$ cat src/rtl/pipelined_cla_adder_pkg.sv
// Shared constants and configuration check for the pipelined carry-lookahead adder.
package pipelined_cla_adder_pkg;

  localparam int PIPE_STAGES = 3;
  localparam int LATENCY     = 3;

  function automatic bit pg_cfg_legal(input int width, input int group);
    return ((group == 2) || (group == 4)) && (width >= group) && ((width % group) == 0);
  endfunction

endpackage

$ cat src/rtl/pipelined_cla_adder_pg_group.sv
// Group generate/propagate over N bits: gg = carry out of the group with zero carry in, pp = AND of p.
module pg_group #(
  parameter int N = 4
) (
  input  logic [N-1:0] g,
  input  logic [N-1:0] p,
  output logic         gg,
  output logic         pp
);

  always_comb begin
    gg = g[0];
    for (int i = 1; i < N; i++) begin
      gg = g[i] | (p[i] & gg);
    end
    pp = &p;
  end

endmodule

$ cat src/rtl/pipelined_cla_adder.sv
// 3-stage CLA add/sub (bit P/G -> group GG/PP -> carries/sum); result 3 edges after accept.
// One global enable: every stage holds while out_valid & ~out_ready, and in_ready drops.
module pipelined_cla_adder
  import pipelined_cla_adder_pkg::*;
#(
  parameter int WIDTH = 16,
  parameter int GROUP = 4
) (
  input  logic             clk,
  input  logic             rst,
  input  logic             in_valid,
  output logic             in_ready,
  input  logic [WIDTH-1:0] a,
  input  logic [WIDTH-1:0] b,
  input  logic             cin,
  input  logic             sub,
  output logic             out_valid,
  input  logic             out_ready,
  output logic [WIDTH-1:0] sum,
  output logic             cout,
  output logic             ovf,
  output logic             gg,
  output logic             pp
);

  localparam int NG = WIDTH / GROUP;

  if (!pg_cfg_legal(WIDTH, GROUP)) begin : g_cfg_check
    $error("pipelined_cla_adder: WIDTH must be a multiple of GROUP and GROUP must be 2 or 4");
  end

  logic             en;
  logic [WIDTH-1:0] bb;

  logic [WIDTH-1:0] p1_d, p1_q, g1_d, g1_q;
  logic             c01_d, c01_q, v1_d, v1_q;

  logic [WIDTH-1:0] p2_d, p2_q, g2_d, g2_q;
  logic [NG-1:0]    ggk2_d, ggk2_q, ppk2_d, ppk2_q;
  logic             c02_d, c02_q, v2_d, v2_q;

  logic [WIDTH-1:0] sum_d, sum_q;
  logic             cout_d, cout_q, ovf_d, ovf_q, gg_d, gg_q, pp_d, pp_q, v3_d, v3_q;

  logic [NG-1:0]    grp_gg, grp_pp;
  logic             blk_gg, blk_pp;
  logic [NG:0]      gcar;
  logic [WIDTH-1:0] bcar;
  logic             run;

  for (genvar k = 0; k < NG; k++) begin : g_grp
    pg_group #(.N(GROUP)) u_pg (
      .g  (g1_q[k*GROUP +: GROUP]),
      .p  (p1_q[k*GROUP +: GROUP]),
      .gg (grp_gg[k]),
      .pp (grp_pp[k])
    );
  end

  // Second level of lookahead over the registered group terms gives the block gg/pp.
  pg_group #(.N(NG)) u_pg_blk (
    .g  (ggk2_q),
    .p  (ppk2_q),
    .gg (blk_gg),
    .pp (blk_pp)
  );

  always_comb begin
    en = ~v3_q | out_ready;
    bb = sub ? ~b : b;

    p1_d   = en ? (a ^ bb) : p1_q;
    g1_d   = en ? (a & bb) : g1_q;
    c01_d  = en ? (sub ? 1'b1 : cin) : c01_q;
    v1_d   = en ? in_valid : v1_q;

    p2_d   = en ? p1_q   : p2_q;
    g2_d   = en ? g1_q   : g2_q;
    ggk2_d = en ? grp_gg : ggk2_q;
    ppk2_d = en ? grp_pp : ppk2_q;
    c02_d  = en ? c01_q  : c02_q;
    v2_d   = en ? v1_q   : v2_q;

    gcar[0] = c02_q;
    for (int k = 0; k < NG; k++) begin
      gcar[k+1] = ggk2_q[k] | (ppk2_q[k] & gcar[k]);
    end

    // Bit carries only ripple inside a group, seeded from that group's lookahead carry.
    bcar = '0;
    run  = 1'b0;
    for (int k = 0; k < NG; k++) begin
      run = gcar[k];
      for (int i = 0; i < GROUP; i++) begin
        bcar[k*GROUP+i] = run;
        run = g2_q[k*GROUP+i] | (p2_q[k*GROUP+i] & run);
      end
    end

    sum_d  = en ? (p2_q ^ bcar) : sum_q;
    cout_d = en ? gcar[NG] : cout_q;
    ovf_d  = en ? (bcar[WIDTH-1] ^ gcar[NG]) : ovf_q;
    gg_d   = en ? blk_gg : gg_q;
    pp_d   = en ? blk_pp : pp_q;
    v3_d   = en ? v2_q : v3_q;
  end

  always_ff @(posedge clk or posedge rst) begin
    if (rst) begin
      p1_q   <= '0;
      g1_q   <= '0;
      c01_q  <= 1'b0;
      v1_q   <= 1'b0;
      p2_q   <= '0;
      g2_q   <= '0;
      ggk2_q <= '0;
      ppk2_q <= '0;
      c02_q  <= 1'b0;
      v2_q   <= 1'b0;
      sum_q  <= '0;
      cout_q <= 1'b0;
      ovf_q  <= 1'b0;
      gg_q   <= 1'b0;
      pp_q   <= 1'b0;
      v3_q   <= 1'b0;
    end else begin
      p1_q   <= p1_d;
      g1_q   <= g1_d;
      c01_q  <= c01_d;
      v1_q   <= v1_d;
      p2_q   <= p2_d;
      g2_q   <= g2_d;
      ggk2_q <= ggk2_d;
      ppk2_q <= ppk2_d;
      c02_q  <= c02_d;
      v2_q   <= v2_d;
      sum_q  <= sum_d;
      cout_q <= cout_d;
      ovf_q  <= ovf_d;
      gg_q   <= gg_d;
      pp_q   <= pp_d;
      v3_q   <= v3_d;
    end
  end

  assign in_ready  = en;
  assign out_valid = v3_q;
  assign sum       = sum_q;
  assign cout      = cout_q;
  assign ovf       = ovf_q;
  assign gg        = gg_q;
  assign pp        = pp_q;

endmodule

$ cat config.mk
export PLATFORM = sky130hd
export DESIGN_NAME = pipelined_cla_adder
export DESIGN_NICKNAME = d
export VERILOG_FILES = /design/src/rtl/pipelined_cla_adder_pkg.sv /design/src/rtl/pipelined_cla_adder_pg_group.sv /design/src/rtl/pipelined_cla_adder.sv
export SDC_FILE = /design/constraint.sdc
export NUM_CORES = 1
export LEC_CHECK = 0
export CAP_MARGIN = 10
export CORE_MARGIN = 2
export CORE_UTILIZATION = 30
export CTS_CLUSTER_SIZE = 40
export DETAILED_ROUTE_END_ITERATION = 16
export GPL_ROUTABILITY_DRIVEN = 0
export GPL_TIMING_DRIVEN = 1
export PLACE_DENSITY = 0.57
export SYNTH_ARGS = -nofsm -noshare
export SYNTH_HDL_FRONTEND = slang
export SYNTH_SLANG_ARGS = --single-unit
$ cat constraint.sdc
create_clock -name clk -period 8 [get_ports clk]
set_clock_uncertainty 0.05 [all_clocks]
set_input_delay 1.6 -clock clk [delete_from_list [all_inputs] [get_ports clk]]
set_output_delay 1.6 -clock clk [all_outputs]
set_load 0.01 [all_outputs]
Word level (Yosys, flattened, before mapping)

Index checks and enable logic that the tools add are counted.

Mux-type cells: 2
Bitwise logic cells: 69
Reductions and logical operators: 5

Operator list:

| kind              | number |
|---|---|
| $or A1 B1 Y1      | 32 |
| $xor A16 B16 Y16  | 2 |
| $and A1 B1 Y1     | 31 |
| $reduce_and A4 Y1 | 5 |
| $and A16 B16 Y16  | 1 |
| $mux W16          | 1 |
| $not A16 Y16      | 1 |
| $mux W1           | 1 |
| $not A1 Y1        | 1 |
| $xor A1 B1 Y1     | 1 |

Bits in registers: 96
Bits of input ports: 38
Output and inout bits: 22
Word-level logic and storage cells: 92

Depth between registers and ports, before layout

Depth after elaboration: 13
Mapped depth: 11
Mapped depth without buffers: 11

Modules after synthesis

Synthesis repeated with hierarchy kept, for this count alone.

Cells, all modules: 484
Area, all modules: 4,267.8 um2

By module, submodules not included:

| module              | instances | cells an instance | area an instance (um2) | sequential area each (um2) |
|---|---|---|---|---|
| pipelined_cla_adder | 1         | 459               | 4,130.2                | 2,327.2 |
| pg_group            | 5         | 5                 | 27.5                   | 0.0 |

Least setup slack after synthesis

Ideal clock, no wire load.

Kind: input port to output port
Start point: input port out_ready
End point: output port in_ready
Data arrival time: 2.080 ns
Path slack: 4.270 ns
Stages on the path: 4
Path buffers: 2
Cell sequence: nor2b_1 -> buf_2 -> inv_2 -> buf_2

Word-level cells in the longest chain between the ends: 1

RTL lines:

| what         | line                      | text |
|---|---|---|
| from (decl)  | pipelined_cla_adder.sv:18 | `input logic out_ready,` |
| $or A1 B1 Y1 | pipelined_cla_adder.sv:69 | `en = ~v3_q \| out_ready;` |
| to (decl)    | pipelined_cla_adder.sv:12 | `output logic in_ready,` |

No other way between the ends.

Worst setup path after layout

Same ends and word-level chain as after synthesis.

==> results_dict.tcl <==
set metrics [dict create \
    status "finished, final reports clean" \
    p_switching_uw 550 \
    drt-initial-drc-count 158 \
    multiInputGateArea_um2 1810 \
    synthTopCellsByCount "236 x nand2_1, 93 x dfrtp_1, 28 x ha_1, 20 x xor2_1, 17 x nor2_1" \
    syn_inst 473 \
    internal_power_uw 1200 \
    synth.most_common_cell "nand2_1" \
    path_class "input pin to primary output" \
    comb_power_share 0.301 \
    min_path_type "register to register" \
    seq_power_share 0.423 \
    whs_ns 0.407 \
    die_h_um 123 \
    yosysTopAreaCellShare 0.549 \
    fmax_mhz 209 \
    routed_wl_um 8420 \
    diodes 0 \
    worst_path_dominant_cell_family "buffers and inverters" \
    clkPwrFrac 0.276 \
    power.total_uw 1750 \
    async_reset_ff_frac 1.00 \
    firstDrtPassIters 4 \
    overflow 0 \
    numPortBuffers 59 \
    hold_viol_final 0 \
    final_nets 592 \
    avgSynthCellArea_um2 8.96 \
    synth_ff_type "dfrtp_1" \
    worstMarginPinSlew_ns 0.906 \
    synth_seq_cells 93 \
    cp_slowest_stage_delay_ns 0.49 \
    dieWidth_um 123 \
    dp_hpwl_um 5610 \
    report.final.slew_viol_count 0 \
    die-area_um2 15100 \
    wl_per_cell_um 11.8 \
    cts_max_path_buffers 2 \
    grt_pass1_vias 3235 \
    pin_count 60 \
    tns_ns 0 \
    clk_latency_ns 0.33 \
    initial_core_util 0.306 \
    worst_r2r_endpoint "ovf$_DFFE_PP0P_" \
    ant_nets 0 \
    post_cts_buffers 0 \
    cts_hold_buffers 0 \
    endpoint_kind "primary output" \
    ys_types 22 \
    cap_violations 0 \
    core_um2 13800 \
    critical_path.startpoint_type "input pin" \
    slew-limit-headroom 0.396 \
    finalSetupViolations 0 \
    vias 3077 \
    crit_path_frequent_cell "clkdlybuf4s50_1" \
    cts.sinks 93 \
    crit_buf_inv 4 \
    synth_area_leaders "dfrtp_1 55%, nand2_1 21%, ha_1 8.3%" \
    hold_end "g2_q[12]$_DFFE_PP0P_" \
    areaGrowthSynthToFinish_pct 26.1 \
    period_share 0.597 \
    synth_area_leader_cell "dfrtp_1" \
    cts_tree "done" \
    cts-htree-levels 3 \
    cts_buffers 9 \
    cts-resized-gates 0 \
    fin_crit_ns 4.77 \
    hp-start "g2_q[12]$_DFFE_PP0P_" \
    r2r_cells 11 \
    r2r_start "c02_q$_DFFE_PP0P_" \
    critPathRequiredTime_ns 6.35 \
    grt_pass1_wl_um 14700 \
    syn_nets 539 \
    power.leakage_uw 0.00271 \
    ys.warnings.count 0 \
    switching_share 0.315 \
    num-fill-cells 1403 \
    drive_gt1_frac 0.0603 \
    syn_area_um2 4240 \
    drc 0 \
    grt.total_usage 0.124 \
    cellPowerDensity_nw_per_um2 327 \
    root_buffer "clkbuf_16" \
    crit_path_max_fanout 46 \
    seqCellArea_um2 2330 \
    cp.arrival_ns 3.12 \
    synth_edf_count 0 \
    rsz0062_at_grt "false" \
    num_rows 43 \
    cpMaxStageDelayCell "clkdlybuf4s50_1" \
    utilization 0.386 \
    yosysSeqAreaShare 0.549 \
    viasPerCell 4.33 \
    antenna_found_initial 0 \
    ir_drop_mv 0.141 \
    worstPathCellList "clkdlybuf4s50_1 -> nor2b_4 -> buf_4 -> inv_2 -> clkdlybuf4s50_1" \
    rrSetupSlack_ns 5.03 \
    hold_path_depth 2 \
    clk_pin_slew_ns 0.06 \
    grt_max_degree 90 \
]
-- layer usage --
layer / vias up / track usage / wire [µm]
met1: 1434 / 0.152 / 3990
met2: 43 / 0.216 / 4120
met5: - / 0 / 0
met3: 7 / 0.0246 / 208
li1: 1593 / - / -
met4: 0 / 0.0431 / 101
-- logic make-up (layout without fill, tap and decap cells) --
logic type | after synthesis | in the layout | share of synthesized area
AND/OR/NAND/NOR | 275 | 275 | 0.256
flip-flops | 93 | 93 | 0.549
AO/OA/AOI/OAI | 33 | 33 | 0.0458
adder cells (fa/ha/maj) | 28 | 28 | 0.0827
buffers and inverters | 24 | 82 | 0.0251
XOR/XNOR | 20 | 20 | 0.0413
-- layout make-up --
cell class | instances | area share
multi-input cells | 356 | 0.339
clock inverters | 4 | 0.0178
well taps | 180 | 0.0422
flip-flops and latches | 93 | 0.436
clock buffers | 12 | 0.0461
repair buffers | 64 | 0.118
inverters | 2 | 0.00164
-- power by group through the flow --
stage               logic (µW)  registers [µW]  clock network, µW
finish                     527             740                483
global route               615             764                514
CTS                        540             743                493
detailed placement         535             751                  0
global placement           527             744                  0
floorplan                  319             744                  0
-- cell usage in the layout, fill, tap and decap left out, types with 2 or more instances in the layout --
cell / n
nand2_1: 236
dfrtp_1: 93
clkdlybuf4s50_1: 59
ha_1: 28
xor2_1: 20
nor2_1: 17
a21oi_1: 13
o21ai_0: 13
clkbuf_16: 9
or2_2: 8
nand4_1: 5
buf_4: 5
nor2b_1: 4
a21o_1: 3
bufinv_16: 3
nand3_1: 2
clkinv_2: 2
clkbuf_1: 2
-- through the flow --
stage	area (µm²)	setup WS, ns	std cells
floorplan	4240	3.93	473
global placement	5000	3.22	695
detailed placement	5000	3.22	695
CTS	5340	3.21	711
global route	5340	3.12	711
finish	5340	3.23	711
-- flip-flops by register name (all words and copies together) (netlist names) --
register   flops
ggk2_q         4
out_valid      1
cout           1
v2_q           1
v1_q           1
p2_q          16
c02_q          1
ovf            1
pp             1
p1_q          16
c01_q          1
gg             1
sum           16
g2_q          12
g1_q          16
ppk2_q         4
-- worst reg2reg max path, stage by stage (launching register included) --
cell and delay, ns:
dfrtp_1 0.41, a21o_1 0.25, a31o_4 0.28, ha_1 0.17, or2_2 0.28, ha_1 0.17
or2_2 0.27, ha_1 0.18, nor2_1 0.22, nand2_1 0.10, a211o_1 0.31, and3_1 0.16
-- how the worst max path moves through the flow --
stage | to | startpoint | cells past startpoint
3_3_place_gp | in_ready | out_ready | 5
4_1_cts | in_ready | out_ready | 5
5_1_grt | in_ready | out_ready | 5
6_report | in_ready | out_ready | 5
3_5_place_dp | in_ready | out_ready | 5
2_1_floorplan | c01_q$_DFFE_PP0P_ | rst | 1
Note: power is estimated with default switching activity, not from simulation.
